**src/rtl/fifo_uart_tx_drainer.sv**
```systemverilog
// fifo_uart_tx_drainer
//   Drains the TX FIFO read port one byte at a time and serialises each byte
//   onto the UART txd line: start bit, 8 data bits LSB first, then 1 or 2 stop bits.
//   This block is the only reader of the FIFO. It pops exactly once per frame.
//
// Ports
//   clk               system clock, all state changes on posedge
//   reset_n           asynchronous active-low reset
//   enable            1 = may start new frames; 0 = finish current frame, then idle
//   fifo_read_ready   FIFO non-empty
//   fifo_read_data    FIFO head byte (registered RAM output, lags head pointer by 1 cycle)
//   fifo_read_enable  single-cycle pop strobe
//   txd               UART serial output, idle high
//   busy              high from WAIT through the last stop-bit cycle
//   byte_sent         1-cycle pulse on the final stop-bit cycle of each frame
//
// state | meaning
// IDLE  | txd high, waiting for enable and a non-empty FIFO
// WAIT  | one cycle for the registered RAM output to settle
// LOAD  | capture head byte into shift_reg, pop strobe high
// START | start bit (txd low) for CLKS_PER_BIT cycles
// DATA  | 8 data bits LSB first, CLKS_PER_BIT cycles each
// STOP  | txd high for STOP_BITS*CLKS_PER_BIT cycles, byte_sent on the last one

module fifo_uart_tx_drainer #(
  parameter int CLKS_PER_BIT = 868,
  parameter int STOP_BITS    = 1
) (
  input  logic       clk,
  input  logic       reset_n,
  input  logic       enable,
  input  logic       fifo_read_ready,
  input  logic [7:0] fifo_read_data,
  output logic       fifo_read_enable,
  output logic       txd,
  output logic       busy,
  output logic       byte_sent
);

  localparam int            CW         = $clog2(CLKS_PER_BIT);
  localparam logic [CW-1:0] BIT_LAST   = CW'(CLKS_PER_BIT - 1);
  localparam logic [CW-1:0] BIT_PENULT = CW'(CLKS_PER_BIT - 2);
  localparam logic          STOP_LAST  = 1'(STOP_BITS - 1);

  typedef enum logic [2:0] {
    IDLE  = 3'd0,
    WAIT  = 3'd1,
    LOAD  = 3'd2,
    START = 3'd3,
    DATA  = 3'd4,
    STOP  = 3'd5
  } state_t;

  state_t        state;
  logic [CW-1:0] baud_cnt;
  logic [2:0]    bit_idx;
  logic          stop_idx;
  logic [7:0]    shift_reg;

  always_ff @(posedge clk or negedge reset_n) begin
    if (!reset_n) begin
      state            <= IDLE;
      txd              <= 1'b1;
      fifo_read_enable <= 1'b0;
      busy             <= 1'b0;
      byte_sent        <= 1'b0;
      baud_cnt         <= '0;
      bit_idx          <= '0;
      stop_idx         <= 1'b0;
      shift_reg        <= '0;
    end else begin
      fifo_read_enable <= 1'b0;
      byte_sent        <= 1'b0;
      case (state)
        IDLE: begin
          txd <= 1'b1;
          // Emptiness is only checked here; nobody else pops, so the FIFO
          // cannot drain before the pop in LOAD.
          if (enable && fifo_read_ready) begin
            state <= WAIT;
            busy  <= 1'b1;
          end
        end
        WAIT: begin
          state            <= LOAD;
          fifo_read_enable <= 1'b1;
        end
        LOAD: begin
          // Head byte is still on the RAM output at the pop edge; the pointer
          // advance only shows up on fifo_read_data a cycle later.
          shift_reg <= fifo_read_data;
          baud_cnt  <= '0;
          txd       <= 1'b0;
          state     <= START;
        end
        START: begin
          if (baud_cnt == BIT_LAST) begin
            baud_cnt  <= '0;
            bit_idx   <= '0;
            txd       <= shift_reg[0];
            shift_reg <= {1'b0, shift_reg[7:1]};
            state     <= DATA;
          end else begin
            baud_cnt <= baud_cnt + 1'b1;
          end
        end
        DATA: begin
          if (baud_cnt == BIT_LAST) begin
            baud_cnt <= '0;
            if (bit_idx == 3'd7) begin
              txd      <= 1'b1;
              stop_idx <= 1'b0;
              state    <= STOP;
            end else begin
              bit_idx   <= bit_idx + 3'd1;
              txd       <= shift_reg[0];
              shift_reg <= {1'b0, shift_reg[7:1]};
            end
          end else begin
            baud_cnt <= baud_cnt + 1'b1;
          end
        end
        STOP: begin
          if (baud_cnt == BIT_LAST) begin
            baud_cnt <= '0;
            if (stop_idx == STOP_LAST) begin
              state <= IDLE;
              busy  <= 1'b0;
            end else begin
              stop_idx <= stop_idx + 1'b1;
            end
          end else begin
            baud_cnt <= baud_cnt + 1'b1;
            // Registered pulse: raise it on the edge that enters the final cycle.
            if (baud_cnt == BIT_PENULT && stop_idx == STOP_LAST)
              byte_sent <= 1'b1;
          end
        end
        default: begin
          state <= IDLE;
          txd   <= 1'b1;
          busy  <= 1'b0;
        end
      endcase
    end
  end

endmodule

```
**config.mk**
```make
export PLATFORM = sky130hd
export DESIGN_NAME = fifo_uart_tx_drainer
export DESIGN_NICKNAME = d
export VERILOG_FILES = /design/src/rtl/fifo_uart_tx_drainer.sv
export SDC_FILE = /design/constraint.sdc
export NUM_CORES = 1
export LEC_CHECK = 0
export CAP_MARGIN = 20
export CORE_MARGIN = 2
export CORE_UTILIZATION = 40
export DETAILED_ROUTE_END_ITERATION = 8
export GPL_ROUTABILITY_DRIVEN = 0
export SLEW_MARGIN = 20
export SYNTH_ARGS = -nofsm -noshare
export SYNTH_HDL_FRONTEND = slang
export SYNTH_SLANG_ARGS = --single-unit
```
**constraint.sdc**
```tcl
create_clock -name clk -period 1.95 [get_ports clk]
set_clock_uncertainty 0.1 [all_clocks]
set_input_delay 0.39 -clock clk [delete_from_list [all_inputs] [get_ports clk]]
set_output_delay 0.39 -clock clk [all_outputs]
set_load 0.01 [all_outputs]
```
==> flow_summary.toml <==
[status]
outcome = "complete, no violations"

[worst_setup_path]
startpoint_type = "flop"
r2r_slack_ns = 0.07
r2r-start = "bit_idx[1]$_DFFE_PN0P_"
crit_type = "reg -> reg"
required_ns = 2.02
ff2ff_path_depth = 8
crit_path_end = "bit_idx[0]$_DFFE_PN0P_"
cp-end-kind = "flop"
reg2reg_to = "bit_idx[0]$_DFFE_PN0P_"
cp.arrival_ns = 1.94
cp_max_fo = 3
crit_start = "bit_idx[1]$_DFFE_PN0P_"

[yosys]
ys_warn_count = 0
synth_seq_cells = 28
synth-main-ff-cell = "dfrtp_1"
ys_seq_area_frac = 0.4591
syn_nets = 154
postSynthAreaPerCell_sq_um = 11.08
synthCells = 138
async_flop_share = 1.000
synth_area_sq_um = 1529
synth_cell_types = 40
synth_edf_count = 0

[layout]
final_cell_area_sq_um = 1928
drive_gt1_frac = 0.2426
antennaDiodeCount = 0
largest_reg_flops = 10
fin_cells = 217
syn2layout_area_growth_pct = 26.10
final_nets = 186

[pwr]
irDropWorstVdd_v = 0.0002878
p_leak_nw = 0.8361
powerDensity_nw_per_um2 = 521.1
total_power_w = 0.001005

[drt]
dr_total_vias = 1108
drt_iter0_markers = 38
ant_nets = 0
wl_mm = 2.973
dr.pass1.iters = 4
vias_per_cell = 5.106
routedWlPerCell_um = 13.70
drc = 0

[floorplanning]
dieArea_sq_um = 4333
start_util = 0.4176
io_pins = 16
core_sq_um = 3661
core.rowCount = 22
die_h_um = 65.83
die_x_um = 65.83

[clocking]
worst_skew_pair.late_latency_ns = 0.27
cts_max_level = 1
numCtsBuffers = 3
clkTransAtPathRegs_ns = 0.10
cts_sinks = 28
cts_tree = "yes"
cts_buffer_depth = 2
clockRootBuffer = "clkbuf_8"
cts-hold-fix-buffers = 0

[grt]
overflow = 0
first_global_vias = 1137
grt_max_degree = 29
grt_usage = 0.1538
antenna_found_initial = 0
grt_pass1_wl_mm = 5.195

[sta]
slew_headroom = 0.7356
hold_slack_ns = 0.3681
worst_slack_ns = 0.07099
final_max_slew_viol_count = 0
finalCritPeriodShare = 0.9636
finalHoldViolCount = 0
setup_viol = 0
fmax_mhz = 532.2
timing.final.crit_period_ns = 1.879
tightest_slew_ns = 0.3967

[place]
dp_hpwl_mm = 2.128
dpl_cell_area_sq_um = 1822
io_buffers = 15
place_ws_ns = -0.02794
dp.cells = 209

[run]
cap_violations = 0

[min_path]
hold_path_class = "reg -> reg"
how the worst min path moves through the flow:
stage,from,endpoint,cells past startpoint
after floorplan,reset_n,baud_cnt[0]$_DFFE_PN0P_,0
after global routing,txd$_DFFE_PN1P_,txd$_DFFE_PN1P_,2
after global placement,txd$_DFFE_PN1P_,txd$_DFFE_PN1P_,2
after CTS,txd$_DFFE_PN1P_,txd$_DFFE_PN1P_,2
after detailed placement,txd$_DFFE_PN1P_,txd$_DFFE_PN1P_,2
final,txd$_DFFE_PN1P_,txd$_DFFE_PN1P_,2
synthesized netlist by cell type (3+ instances only):
master     n  area (sq um)
nor3_1     5         25.02
ha_1       4         50.05
inv_1      7         26.28
xnor2_1    6         52.55
a21o_1     4         30.03
buf_2      3         15.01
nor2_1     8         30.03
nand3_1    5         25.02
nand2b_1   5         31.28
dfrtp_1   27         675.7
nand2_1    6         22.52
a21oi_1    6         30.03
mux2_1     6         67.56
mux2_4     7         105.1
o21ai_1    3         15.01
metrics by stage:
step                      utilization    TNS, ns
final                          0.5267          0
after global routing           0.5267  -0.006378
after CTS                      0.5352  -0.001933
after detailed placement       0.4976    -0.1753
after global placement         0.4976          0
after floorplan                     -          0
placed cells by master, fill, tap and decap left out, drive strengths merged, types with 4 or more instances in the layout:
cell / instances
xnor2: 6
clkbuf: 4
nor2: 8
a21o: 4
buf: 18
clkdlybuf4s50: 15
o21ai: 5
a21oi: 7
nor3: 5
inv: 7
dfrtp: 27
ha: 4
nand2b: 5
nand3: 5
mux2: 15
nand2: 6
where the power goes:
| group | internal [W] | switching [W] | leakage, nW |
|---|---|---|---|
| logic | 0.0000350 | 0.0000201 | 0.478 |
| clock network | 0.000181 | 0.000176 | 0.0288 |
| registers | 0.000589 | 0.00000488 | 0.330 |
| total | 0.000804 | 0.000201 | 0.836 |
layout make-up:
class | count | area (sq um)
clock buffers | 4 | 55.05
well taps | 48 | 60.06
flip-flops and latches | 28 | 703.2
multi-input cells | 97 | 790.8
repair buffers | 33 | 292.8
inverters | 7 | 26.28
fillers | 323 | 1733
worst max-delay path, cell delays in order (launching register included):
cell and delay, ns:
dfrtp_1 0.41, ha_2 0.20, ha_4 0.17, nor4b_4 0.23, buf_4 0.15, buf_4 0.09, buf_4 0.09, o21ai_1 0.07
mux2_2 0.27
routing by layer:
layer | track usage | part of all wire | up-vias
li1 | - | - | 558
met1 | 0.1998 | 0.47 | 533
met2 | 0.2677 | 0.50 | 15
met3 | 0.02385 | 0.031 | 2
met4 | 0.03646 | 0.0027 | 0
met5 | 0 | 0 | -
cell families after synthesis:
| group | Yosys count | synth area share |
|---|---|---|
| AOI/OAI and AO/OA | 26 | 0.1129 |
| adders and majority gates | 4 | 0.03273 |
| muxes | 17 | 0.1407 |
| xor gates and xnor gates | 6 | 0.03437 |
| DFF | 28 | 0.4591 |
| and+or+nand+nor | 44 | 0.1759 |
| buffers and inverters | 13 | 0.04419 |
timing repair:
action	in CTS	in global routing
pin swaps	2	3
resized for setup	6	3
cloned	1	0
endpoints found under the setup margin	7	7
setup buffers	4	1
Note: power is estimated with default switching activity, not from simulation.
